==> config.mk <==
export PLATFORM = sky130hd
export DESIGN_NAME = ddr_cas_responder
export DESIGN_NICKNAME = d
export VERILOG_FILES = /design/src/rtl/ddr_cas_responder.sv
export SDC_FILE = /design/constraint.sdc
export NUM_CORES = 1
export LEC_CHECK = 0
export CORE_MARGIN = 4
export CORE_UTILIZATION = 43
export DETAILED_ROUTE_END_ITERATION = 6
export PLACE_DENSITY = 0.66
export RECOVER_POWER = 50
export SLEW_MARGIN = 40
export SYNTH_ARGS = -nofsm -noshare
export SYNTH_HDL_FRONTEND = slang
export SYNTH_SLANG_ARGS = --single-unit
==> constraint.sdc <==
create_clock -name CK_t -period 4.5 [get_ports CK_t]
set_input_delay 1.125 -clock CK_t [delete_from_list [all_inputs] [get_ports CK_t]]
set_output_delay 1.125 -clock CK_t [all_outputs]
set_load 0.1 [all_outputs]
==> src/rtl/ddr_cas_responder.sv <==
// ddr_cas_responder: device-side model of the DRAM CAS path.
// Accepts READ/WRITE commands (optionally with auto-precharge), holds them in a
// small pending queue, and runs each data burst after RL = AL+CL (reads) or
// WL = AL+CWL (writes). Each data word packs both DDR edges of one CK_t cycle.
//
// cas_req encodings (local mirror of ddr_pkg):
//   RD_R = 3'd0, RDA_R = 3'd1, WR_R = 3'd2, WRA_R = 3'd3. Other codes are ignored.
//
// Ports:
//   CK_t, reset_n            clock, async active-low reset
//   CL, CWL, AL, BL, tCCD    timing settings, latched per command at acceptance
//   cas_valid/req/addr       command input
//   mem_rd_en/addr/data      storage read port, data valid one cycle after enable
//   mem_wr_en/addr/data      storage write port, registered
//   dq_out, dq_oe, dq_in     data bus toward the controller
//   rw_done, ap_done         burst / auto-precharge completion pulses
//   busy                     queue non-empty or burst active
//   err_tccd/overflow/bus_conflict   one-cycle violation pulses
module ddr_cas_responder #(
  parameter int unsigned ADDR_W = 10,
  parameter int unsigned DATA_W = 16,
  parameter int unsigned DEPTH  = 4
) (
  input  logic              CK_t,
  input  logic              reset_n,
  input  logic [4:0]        CL,
  input  logic [4:0]        CWL,
  input  logic [4:0]        AL,
  input  logic [4:0]        BL,
  input  logic [3:0]        tCCD,
  input  logic              cas_valid,
  input  logic [2:0]        cas_req,
  input  logic [ADDR_W-1:0] cas_addr,
  output logic              mem_rd_en,
  output logic [ADDR_W-1:0] mem_rd_addr,
  input  logic [DATA_W-1:0] mem_rd_data,
  output logic              mem_wr_en,
  output logic [ADDR_W-1:0] mem_wr_addr,
  output logic [DATA_W-1:0] mem_wr_data,
  output logic [DATA_W-1:0] dq_out,
  output logic              dq_oe,
  input  logic [DATA_W-1:0] dq_in,
  output logic              rw_done,
  output logic              ap_done,
  output logic              busy,
  output logic              err_tccd,
  output logic              err_overflow,
  output logic              err_bus_conflict
);

  localparam logic [2:0] RD_R  = 3'd0;
  localparam logic [2:0] RDA_R = 3'd1;
  localparam logic [2:0] WR_R  = 3'd2;
  localparam logic [2:0] WRA_R = 3'd3;

  localparam logic [1:0] BURST_IDLE = 2'd0;
  localparam logic [1:0] BURST_RD   = 2'd1;
  localparam logic [1:0] BURST_WR   = 2'd2;

  localparam int unsigned CW = $clog2(DEPTH + 1);
  localparam int unsigned IW = (DEPTH > 1) ? $clog2(DEPTH) : 1;

  // Command decode and latency
  logic       cmd_legal, cmd_wr, cmd_ap;
  logic [5:0] rl, wl, lat_raw, lat;
  logic       accept, full;

  always_comb begin
    cmd_legal = 1'b1;
    cmd_wr    = 1'b0;
    cmd_ap    = 1'b0;
    case (cas_req)
      RD_R:  ;
      RDA_R: cmd_ap = 1'b1;
      WR_R:  cmd_wr = 1'b1;
      WRA_R: begin
        cmd_wr = 1'b1;
        cmd_ap = 1'b1;
      end
      default: cmd_legal = 1'b0;
    endcase
  end

  assign rl      = {1'b0, AL} + {1'b0, CL};
  assign wl      = {1'b0, AL} + {1'b0, CWL};
  assign lat_raw = cmd_wr ? wl : rl;
  assign lat     = (lat_raw < 6'd2) ? 6'd2 : lat_raw;

  // Pending queue, kept compacted in acceptance order (index 0 is oldest)
  logic              q_wr_q   [DEPTH];
  logic              q_ap_q   [DEPTH];
  logic              q_bl4_q  [DEPTH];
  logic [ADDR_W-1:0] q_addr_q [DEPTH];
  logic [5:0]        q_cnt_q  [DEPTH];
  logic              q_wr_d   [DEPTH];
  logic              q_ap_d   [DEPTH];
  logic              q_bl4_d  [DEPTH];
  logic [ADDR_W-1:0] q_addr_d [DEPTH];
  logic [5:0]        q_cnt_d  [DEPTH];
  logic [CW-1:0]     count_q, count_d, n;

  assign full   = (count_q == CW'(DEPTH));
  assign accept = cas_valid && cmd_legal && !full;

  // Burst engine state
  logic [1:0]        state_q, state_d;
  logic [1:0]        beat_q, beat_d, last_q, last_d;
  logic [ADDR_W-1:0] addr_q, addr_d;
  logic              ap_q, ap_d;
  logic              at_last, can_start;

  assign at_last   = (state_q != BURST_IDLE) && (beat_q == last_q);
  assign can_start = (state_q == BURST_IDLE) || at_last;

  logic              start_vld, start_wr, start_ap, start_bl4, drop;
  logic [ADDR_W-1:0] start_addr;

  // An entry with countdown 1 is due: it either starts its burst next cycle or is
  // dropped as a bus conflict. Only the oldest due entry can win the bus.
  always_comb begin
    n          = '0;
    start_vld  = 1'b0;
    start_wr   = 1'b0;
    start_ap   = 1'b0;
    start_bl4  = 1'b0;
    start_addr = '0;
    drop       = 1'b0;
    for (int j = 0; j < DEPTH; j++) begin
      q_wr_d[j]   = 1'b0;
      q_ap_d[j]   = 1'b0;
      q_bl4_d[j]  = 1'b0;
      q_addr_d[j] = '0;
      q_cnt_d[j]  = '0;
    end
    for (int i = 0; i < DEPTH; i++) begin
      if (i < int'(count_q)) begin
        if (q_cnt_q[i] == 6'd1) begin
          if (!start_vld && can_start) begin
            start_vld  = 1'b1;
            start_wr   = q_wr_q[i];
            start_ap   = q_ap_q[i];
            start_bl4  = q_bl4_q[i];
            start_addr = q_addr_q[i];
          end else begin
            drop = 1'b1;
          end
        end else begin
          q_wr_d[n[IW-1:0]]   = q_wr_q[i];
          q_ap_d[n[IW-1:0]]   = q_ap_q[i];
          q_bl4_d[n[IW-1:0]]  = q_bl4_q[i];
          q_addr_d[n[IW-1:0]] = q_addr_q[i];
          q_cnt_d[n[IW-1:0]]  = q_cnt_q[i] - 6'd1;
          n = n + CW'(1);
        end
      end
    end
    if (accept) begin
      q_wr_d[n[IW-1:0]]   = cmd_wr;
      q_ap_d[n[IW-1:0]]   = cmd_ap;
      q_bl4_d[n[IW-1:0]]  = (BL == 5'd4);
      q_addr_d[n[IW-1:0]] = cas_addr;
      q_cnt_d[n[IW-1:0]]  = lat - 6'd1;
      n = n + CW'(1);
    end
    count_d = n;
  end

  always_comb begin
    state_d = state_q;
    beat_d  = beat_q;
    addr_d  = addr_q;
    last_d  = last_q;
    ap_d    = ap_q;
    if (start_vld) begin
      state_d = start_wr ? BURST_WR : BURST_RD;
      beat_d  = 2'd0;
      addr_d  = start_addr;
      last_d  = start_bl4 ? 2'd1 : 2'd3;
      ap_d    = start_ap;
    end else if (at_last) begin
      state_d = BURST_IDLE;
      beat_d  = 2'd0;
    end else if (state_q != BURST_IDLE) begin
      beat_d = beat_q + 2'd1;
    end
  end

  // Storage reads run one cycle ahead of the beat they feed.
  always_comb begin
    mem_rd_en   = 1'b0;
    mem_rd_addr = '0;
    if (start_vld && !start_wr) begin
      mem_rd_en   = 1'b1;
      mem_rd_addr = start_addr;
    end else if (state_q == BURST_RD && !at_last) begin
      mem_rd_en   = 1'b1;
      mem_rd_addr = addr_q + ADDR_W'(beat_q) + ADDR_W'(1);
    end
  end

  // tCCD spacing: cycles since the last accepted command, saturating at 15
  logic [3:0] sp_q, sp_d;
  assign sp_d = accept ? 4'd1 : ((sp_q == 4'd15) ? sp_q : sp_q + 4'd1);

  logic              mem_wr_en_q, rw_done_q, ap_done_q;
  logic              err_tccd_q, err_overflow_q, err_bus_conflict_q;
  logic [ADDR_W-1:0] mem_wr_addr_q;
  logic [DATA_W-1:0] mem_wr_data_q;

  always_ff @(posedge CK_t or negedge reset_n) begin
    if (!reset_n) begin
      count_q            <= '0;
      state_q            <= BURST_IDLE;
      beat_q             <= 2'd0;
      last_q             <= 2'd0;
      addr_q             <= '0;
      ap_q               <= 1'b0;
      sp_q               <= 4'd15;
      mem_wr_en_q        <= 1'b0;
      mem_wr_addr_q      <= '0;
      mem_wr_data_q      <= '0;
      rw_done_q          <= 1'b0;
      ap_done_q          <= 1'b0;
      err_tccd_q         <= 1'b0;
      err_overflow_q     <= 1'b0;
      err_bus_conflict_q <= 1'b0;
      for (int i = 0; i < DEPTH; i++) begin
        q_wr_q[i]   <= 1'b0;
        q_ap_q[i]   <= 1'b0;
        q_bl4_q[i]  <= 1'b0;
        q_addr_q[i] <= '0;
        q_cnt_q[i]  <= '0;
      end
    end else begin
      count_q <= count_d;
      state_q <= state_d;
      beat_q  <= beat_d;
      last_q  <= last_d;
      addr_q  <= addr_d;
      ap_q    <= ap_d;
      sp_q    <= sp_d;
      for (int i = 0; i < DEPTH; i++) begin
        q_wr_q[i]   <= q_wr_d[i];
        q_ap_q[i]   <= q_ap_d[i];
        q_bl4_q[i]  <= q_bl4_d[i];
        q_addr_q[i] <= q_addr_d[i];
        q_cnt_q[i]  <= q_cnt_d[i];
      end
      mem_wr_en_q        <= (state_q == BURST_WR);
      mem_wr_addr_q      <= (state_q == BURST_WR) ? addr_q + ADDR_W'(beat_q) : '0;
      mem_wr_data_q      <= (state_q == BURST_WR) ? dq_in : '0;
      rw_done_q          <= at_last;
      ap_done_q          <= at_last && ap_q;
      err_tccd_q         <= accept && (sp_q < tCCD);
      err_overflow_q     <= cas_valid && cmd_legal && full;
      err_bus_conflict_q <= drop;
    end
  end

  assign mem_wr_en        = mem_wr_en_q;
  assign mem_wr_addr      = mem_wr_addr_q;
  assign mem_wr_data      = mem_wr_data_q;
  assign dq_oe            = (state_q == BURST_RD);
  assign dq_out           = dq_oe ? mem_rd_data : '0;
  assign rw_done          = rw_done_q;
  assign ap_done          = ap_done_q;
  assign busy             = (count_q != '0) || (state_q != BURST_IDLE);
  assign err_tccd         = err_tccd_q;
  assign err_overflow     = err_overflow_q;
  assign err_bus_conflict = err_bus_conflict_q;

endmodule

==> impl_metrics.json, run 1 <==
{
  "setup_viol": 0,
  "synth_commonest_cells": "dfrtp_1 (128), nor2_1 (85), nand2_1 (66), a21oi_1 (52), o21ai_0 (47)",
  "critical_path_class": "flop to primary output",
  "placed_cell_area_um2": 10100,
  "drc_errors": 19,
  "synth.cell_area_um2": 8490,
  "hp-class": "flop to flop",
  "p_int_mw": 4.12,
  "fp.coreArea_um2": 19500,
  "synth.net_count": 1044,
  "crit_path_end_kind": "primary output",
  "clkSinkCount": 132,
  "drtIter0Drc": 963,
  "grt_max_degree": 103,
  "critPathMaxStageDelay_ns": 0.63,
  "core.rowCount": 51,
  "clock_latency_ns": 0.44,
  "seq_area_um2": 3310,
  "clkPwrFrac_pct": 16.6,
  "final_area_um2": 10700,
  "multi_input_area_um2": 4810,
  "ios": 133,
  "syn-instance-count": 936,
  "grt.overflow.total": 0,
  "synthArstFlopShare_pct": 100,
  "maxCapViolCount": 2,
  "cts_tree": "built",
  "synth_top_flop_cell": "dfrtp_1",
  "maxSlewHeadroom_pct": -26.0,
  "setup_slack_ns": 0.0935,
  "finalHoldViolCount": 0,
  "final_nets": 1171,
  "synth_warnings": 0,
  "ys_seq_elements": 132,
  "initial_core_util_pct": 43.6,
  "hold-worst-slack_ns": 0.525,
  "violations": "DRC, capacitance limit, slew limit",
  "slew_viol_final": 105,
  "fin_skew_ns": 0.0113,
  "drive_gt1_share_pct": 16.1,
  "cp_max_fo": 11,
  "finalCritPeriodShare_pct": 97.9,
  "fillers": 1770,
  "power_density_nw_per_um2": 784,
  "crit_top_cell": "o22ai_1",
  "ys_seq_area_share_pct": 39.0,
  "synth_cell_type_count": 79,
  "synthTopCellsByArea": "dfrtp_1 (38%), ha_1 (5.0%), a221oi_1 (4.3%)",
  "ant_nets": 0,
  "power.share.sequential_pct": 23.9,
  "grt_util_all_layers_pct": 24.5,
  "viasPerCell": 6.11,
  "grt_pass1_vias": 7841,
  "p_total_mw": 8.37,
  "slowest_stage": "a222oi_1",
  "syn_area_per_cell_um2": 9.07,
  "p_comb_share_pct": 59.5,
  "synth_top_cell_area_share_pct": 37.7,
  "setup_tns_ns": 0,
  "cts_root_buf": "clkbuf_16",
  "critPathRequiredTime_ns": 3.38,
  "cts_buffers": 17,
  "place_ws_ns": 0.0433,
  "firstDrtPassIters": 7,
  "yosysTopAreaCell": "dfrtp_1",
  "start_kind": "flop",
  "p_leak_nw": 4.69,
  "gp_congestion": 0.918,
  "timing.final.crit_period_ns": 4.41,
  "outcome": "finished with violations",
  "switching_share_pct": 50.8,
  "cts.reportedPaths.clkPinSlew_ns": 0.06,
  "switching_power_mw": 4.25,
  "worstMarginPinSlew_ns": 1.89,
  "synth_edf_count": 0,
  "htree_levels": 4,
  "diodes": 0,
  "antenna_found_initial": 0,
  "die_w_um": 149,
  "crit_chain": "ha_1, nand2b_1, buf_4, o21ai_0, o22ai_1, a222oi_1, o22ai_1, buf_12",
  "clockBufferDepth": 2,
  "port-buffer-count": 132,
  "grt_pass1_wl_um": 42800,
  "die_y_um": 149,
  "r2r_setup_slack_ns": 0.38,
  "post_cts_buffers": 0,
  "irDropWorstVdd_uv": 284,
  "drt_wl_total_um": 27300,
  "wl_per_cell_um": 20.4,
  "dp_hpwl_um": 18800,
  "max_freq_ghz": 0.227,
  "dieArea_um2": 22100,
  "syn_to_final_growth_pct": 25.8,
  "arrival_ns": 3.28,
  "rsz0062_at_grt": "no",
  "crit_family": "compound AO/OA/AOI/OAI gates",
  "vias": 8192,
  "synth_most_common_cell": "dfrtp_1",
  "crit_buf_inv": 2
}
[cell usage in the layout, fill, tap and decap left out, drive strengths merged, types with 9 or more instances in the layout]
cell type and n:
xor2 14, xnor2 22, and2 43, buf 98, nand3 23, a221oi 42
o21ai 54, nor2b 10, o211ai 11, a211o 9, dfrtp 128, nand2b 12
a21oi 55, clkbuf 19, a32oi 10, nor3 27, nand2 66, nor2 88
o221ai 10, ha 34, inv 43, clkdlybuf4s50 69, o22ai 24, a22oi 10
[worst paths after layout]
path / startpoint / endpoint / depth (start not counted)
worst max-delay path: q_cnt_q[6] / mem_rd_addr[2] / 8
worst min-delay path: last_q[0] / last_q[0] / 1
worst max register to register: q_cnt_q[14] / q_bl4_q[1] / 14
worst min register to register: last_q[0] / last_q[0] / 1
max in group asynchronous: reset_n / q_ap_q[0] / 2
min in group asynchronous: reset_n / err_tccd / 1
[power groups by stage]
stage	Sequential, mW	Combinational, mW	Clock [mW]
after floorplan	2.22	3.29	0
after detailed placement	1.99	4.89	0
final	2.00	4.98	1.39
after global placement	1.99	4.87	0
after CTS	1.98	4.92	1.41
after global routing	2.04	5.34	1.46
[cell families (layout without fill, tap and decap cells)]
logic type	after synthesis	in the layout	share of synthesized area (%)
adders and majority gates	38	38	5.72
muxes	8	8	0.958
xor gates and xnor gates	37	37	3.98
AOI/OAI and AO/OA	306	306	26.7
buffers and inverters	101	240	5.04
and+or+nand+nor	314	314	18.6
DFF	132	132	39.0
[registers in the layout (all words and copies together), names as in the netlist, 3 cells and up]
register	count
q_addr_q	40
q_cnt_q	24
mem_wr_data	16
addr_q	10
mem_wr_addr	10
q_ap_q	4
q_bl4_q	4
q_wr_q	4
sp_q	4
count_q	3
[repair_timing]
item / 4_1_cts / 5_1_grt
hold buffers: 0 / 0
gates resized for setup: 0 / 2
endpoints found under the setup margin: 0 / 3
[per-stage QoR]
step,std cells,util [%]
2_1_floorplan,936,-
3_3_place_gp,1307,52.6
3_5_place_dp,1308,51.9
4_1_cts,1339,54.8
5_1_grt,1340,54.9
6_report,1340,54.9
[cell type report]
class,count,area share [%]
inverters,39,1.37
clock inverters,14,1.45
repair buffers,170,14.1
well taps,265,3.10
clock buffers,17,3.98
flip-flops and latches,132,31.0
multi-input cells,703,45.0
[per-layer routing]
metal / global-route usage, % / routed length [um] / up-vias
li1: - / - / 3736
met1: 32.1 / 11300 / 3874
met2: 39.3 / 12500 / 513
met3: 5.64 / 2830 / 69
met4: 9.98 / 779 / 0
met5: 0 / 0 / -
(Power assumes the default switching activity.)
==> run 2: changes to the inputs <==
CTS_CLUSTER_SIZE = 25   (was not set)
RECOVER_POWER = not set   (was 50)
REMOVE_ABC_BUFFERS = 1   (was not set)
==> impl_metrics.json, run 2 (synthesis results as in run 1) <==
{
  "worstReg2RegStart": "q_cnt_q[20]",
  "grt_util_all_layers_pct": 25.0,
  "top_register": "q_addr_q",
  "final_cell_mix": "dfrtp_1 (128), nor2_1 (85), clkdlybuf4s50_1 (70)",
  "wl_per_cell_um": 21.0,
  "slew_viol_final": 0,
  "rsz0062_at_grt": "no",
  "final_nets": 1172,
  "r2r_setup_slack_ns": 0.47,
  "finalHoldViolCount": 0,
  "drc_errors": 14,
  "gp_congestion": 0.883,
  "layout_commonest_cell": "dfrtp_1",
  "cts_tree": "built",
  "cts_hold_buffers": 0,
  "start_kind": "flop",
  "port-buffer-count": 132,
  "place_ws_ns": 0.156,
  "finalCritPeriodShare_pct": 96.8,
  "r2r_cells": 15,
  "dp.cells": 1310,
  "clock_latency_ns": 0.42,
  "timing.final.crit_period_ns": 4.35,
  "critPathMaxStageDelay_ns": 0.45,
  "max_freq_ghz": 0.230,
  "slowest_stage": "fa_1",
  "setup_slack_ns": 0.146,
  "drive_gt1_share_pct": 15.9,
  "crit_end": "mem_rd_addr[9]",
  "grt.overflow.total": 0,
  "grt_pass1_vias": 7822,
  "rr_endpoint": "q_addr_q[13]",
  "worstMarginPinSlew_ns": 0.866,
  "cp_max_fo": 5,
  "cts_buffers": 17,
  "grt_pass1_wl_um": 43400,
  "die_y_um": 149,
  "fin_skew_ns": 0.00896,
  "irDropWorstVdd_uv": 330,
  "antenna_found_initial": 0,
  "core.rowCount": 51,
  "hold-worst-slack_ns": 0.526,
  "dieArea_um2": 22100,
  "firstDrtPassIters": 7,
  "cts.reportedPaths.clkPinSlew_ns": 0.06,
  "critPathRequiredTime_ns": 3.38,
  "htree_levels": 4,
  "crit_path_end_kind": "primary output",
  "critical_path_class": "flop to primary output",
  "p_leak_nw": 4.75,
  "initial_core_util_pct": 43.6,
  "clockBufferDepth": 2,
  "dp_hpwl_um": 19300,
  "ant_nets": 0,
  "power_density_nw_per_um2": 797,
  "ios": 133,
  "drtIter0Drc": 998,
  "fp.coreArea_um2": 19500,
  "syn_to_final_growth_pct": 26.8,
  "diodes": 0,
  "vias": 8191,
  "crit_start": "beat_q[0]",
  "maxCapViolCount": 0,
  "drt_wl_total_um": 28100,
  "die_w_um": 149,
  "clkSinkCount": 132,
  "post_cts_buffers": 0,
  "fillers": 1797,
  "cts_root_buf": "clkbuf_16",
  "crit_chain": "ha_1, fa_1, and4_1, mux2i_1, nor4_2, a31oi_1, o32ai_1, buf_12",
  "largest_reg_flops": 40,
  "arrival_ns": 3.23,
  "setup_viol": 0,
  "viasPerCell": 6.11,
  "layoutNonFillerInstCount": 1341,
  "maxSlewHeadroom_pct": 42.3,
  "hp-class": "flop to flop",
  "violations": "DRC",
  "outcome": "finished with violations",
  "grt_max_degree": 86
}
[run 2: where the power goes]
part	switching, mW	internal [mW]	total (mW)
registers	0.404	1.59	2.00
clock network	0.543	1.04	1.58
logic	3.29	1.71	5.00
total	4.24	4.34	8.58
[run 2: final cells by class]
| class | count | area (um^2) | area share [%] |
|---|---|---|---|
| clock buffers | 19 | 433 | 4.02 |
| clock inverters | 12 | 226 | 2.10 |
| inverters | 39 | 146 | 1.36 |
| multi-input cells | 703 | 4780 | 44.4 |
| flip-flops and latches | 132 | 3310 | 30.7 |
| well taps | 265 | 332 | 3.08 |
| repair buffers | 171 | 1540 | 14.3 |
[run 2: what timing repair did]
item                                    CTS  global route
gates resized for setup                   1             1
cloned                                    0             0
endpoints found under the setup margin    1             2
pin swaps                                 0             0
[run 2: how the worst min path moves through the flow]
stage                     startpoint   endpoint  slack [ns]  cells past startpoint
after floorplan            last_q[0]  last_q[0]        0.48                      1
after CTS                  addr_q[0]  addr_q[0]        0.53                      2
after global routing       last_q[0]  last_q[0]        0.55                      1
after global placement     addr_q[0]  addr_q[0]        0.51                      2
final                      addr_q[0]  addr_q[0]        0.53                      2
after detailed placement   last_q[0]  last_q[0]        0.52                      1
[run 2: critical path, delay by kind of cell, from the launching register on]
kind,cells,cell delay [ns]
adders and majority gates,2,0.71
and+or+nand+nor,2,0.65
AOI/OAI and AO/OA,2,0.59
DFF,1,0.43
buffers and inverters,1,0.24
muxes,1,0.18
[run 2: metal layers]
metal	GRT usage [%]	routed length (um)
met1	33.6	11600
met2	38.9	12600
met5	0	0
met3	6.49	3090
met4	9.38	824
[run 2: metrics by stage]
step                setup TNS [ns]  utilization, %  power, mW  cell area, um^2
floorplan                   -10.16               -       5.36             8210
global placement                 0            52.6       6.86            10200
detailed placement               0            51.8       6.89            10100
CTS                              0            55.3       8.51            10800
global route                     0            55.3       9.04            10800
finish                           0            55.3       8.58            10800
==> run 3: changes to the inputs <==
CORE_MARGIN = not set   (was 4)
==> impl_metrics.json, run 3 (synthesis results as in run 1) <==
{
  "switching_share_pct": 50.4,
  "dp_hpwl_um": 19200,
  "port-buffer-count": 132,
  "top_register": "q_addr_q",
  "timing.final.crit_period_ns": 4.33,
  "drtIter0Drc": 793,
  "clockBufferDepth": 2,
  "ant_nets": 0,
  "drive_gt1_share_pct": 16.4,
  "grt.overflow.total": 0,
  "grt_max_degree": 105,
  "worstMarginPinSlew_ns": 0.819,
  "cts_buffers": 17,
  "ios": 133,
  "clkPwrFrac_pct": 16.8,
  "die_w_um": 143,
  "drc_errors": 0,
  "initial_core_util_pct": 43.8,
  "rsz0062_at_grt": "no",
  "fillers": 1783,
  "post_cts_buffers": 0,
  "p_leak_nw": 4.76,
  "layout_commonest_cell": "dfrtp_1",
  "antenna_found_initial": 0,
  "crit_path_end_kind": "primary output",
  "grt_util_all_layers_pct": 27.8,
  "firstDrtPassIters": 5,
  "switching_power_mw": 4.26,
  "gp_congestion": 0.878,
  "clock_latency_ns": 0.42,
  "slew_viol_final": 0,
  "syn_to_final_growth_pct": 27.1,
  "cp_max_fo": 8,
  "power.share.sequential_pct": 23.6,
  "die_y_um": 143,
  "critical_path_class": "flop to primary output",
  "critPathRequiredTime_ns": 3.38,
  "hp-class": "flop to flop",
  "fin_skew_ns": 0.00644,
  "arrival_ns": 3.21,
  "p_int_mw": 4.19,
  "hold-worst-slack_ns": 0.530,
  "max_freq_ghz": 0.231,
  "viasPerCell": 6.10,
  "setup_tns_ns": 0,
  "power_density_nw_per_um2": 783,
  "drt_wl_total_um": 27900,
  "start_kind": "flop",
  "outcome": "finished clean",
  "vias": 8210,
  "setup_viol": 0,
  "p_comb_share_pct": 59.6,
  "r2r_setup_slack_ns": 0.45,
  "diodes": 0,
  "wl_per_cell_um": 20.8,
  "clkSinkCount": 132,
  "final_cell_mix": "dfrtp_1 (128), nor2_1 (85), clkdlybuf4s50_1 (70)",
  "grt_pass1_vias": 7742,
  "maxSlewHeadroom_pct": 45.4,
  "largest_reg_flops": 40,
  "dieArea_um2": 20300,
  "htree_levels": 4,
  "finalHoldViolCount": 0,
  "cts_root_buf": "clkbuf_16",
  "cts.reportedPaths.clkPinSlew_ns": 0.06,
  "final_nets": 1175,
  "fp.coreArea_um2": 19400,
  "maxCapViolCount": 0,
  "irDropWorstVdd_uv": 307,
  "grt_pass1_wl_um": 42900,
  "finalCritPeriodShare_pct": 96.2,
  "cts_tree": "built",
  "core.rowCount": 51
}
-- run 3: cell types whose count changed in the layout (fill, tap and decap cells not counted), sizes merged --
cell,change
inv,+3
bufinv,-4
buf,+4
clkinvlp,+2
clkinv,-1
-- run 3: final timing paths --
check	start	endpoint	depth (start not counted)
setup / recovery	q_cnt_q[19]	mem_rd_addr[2]	9
hold / removal	addr_q[0]	addr_q[0]	2
setup reg to reg	q_cnt_q[14]	q_bl4_q[1]	14
hold reg to reg	addr_q[0]	addr_q[0]	2
max in group asynchronous	reset_n	q_addr_q[29]	3
min in group asynchronous	reset_n	mem_wr_addr[6]	1
-- run 3: through the flow --
step / total power [mW] / util [%] / instance area, um^2 / instances / worst slack (ns)
2_1_floorplan: 5.36 / - / 8210 / 874 / -1.84
3_3_place_gp: 6.88 / 52.8 / 10200 / 1311 / 0.229
3_5_place_dp: 6.92 / 52.2 / 10100 / 1312 / 0.113
4_1_cts: 8.37 / 55.3 / 10700 / 1344 / 0.0476
5_1_grt: 8.92 / 55.6 / 10800 / 1345 / 0.0140
6_report: 8.45 / 55.6 / 10800 / 1345 / 0.169
-- run 3: routing by layer --
metal / vias up / global-route usage (%) / wire length [um]
li1: 3742 / - / -
met1: 3911 / 35.6 / 11400
met2: 495 / 45.0 / 12900
met3: 62 / 6.70 / 2950
met4: 0 / 11.0 / 695
met5: - / 0 / 0
-- run 3: critical path: stages (launching register included) --
cell,delay [ns]
dfrtp_1,0.41
inv_1,0.10
ha_1,0.18
nor2b_1,0.34
a2111oi_4,0.17
nor2b_1,0.18
buf_4,0.19
a222oi_1,0.76
o22ai_1,0.23
buf_12,0.22
-- run 3: final cells by class --
type	instances	area [um^2]	area share, %
clock inverters	12	145	1.35
repair buffers	174	1600	14.8
well taps	265	332	3.07
multi-input cells	703	4800	44.5
inverters	39	146	1.36
flip-flops and latches	132	3310	30.7
clock buffers	20	457	4.23
-- run 3: what timing repair did --
item / in CTS / in global routing
hold buffers: 0 / 0
resized for setup: 1 / 4
cloned: 0 / 0
setup endpoints to repair: 1 / 2
-- run 3: power by group through the flow --
stage / registers, mW / logic, mW / clock network [mW]
5_1_grt: 2.04 / 5.41 / 1.47
6_report: 2.00 / 5.04 / 1.42
2_1_floorplan: 2.23 / 3.14 / 0
4_1_cts: 1.97 / 4.96 / 1.43
3_3_place_gp: 1.99 / 4.90 / 0
3_5_place_dp: 1.99 / 4.93 / 0
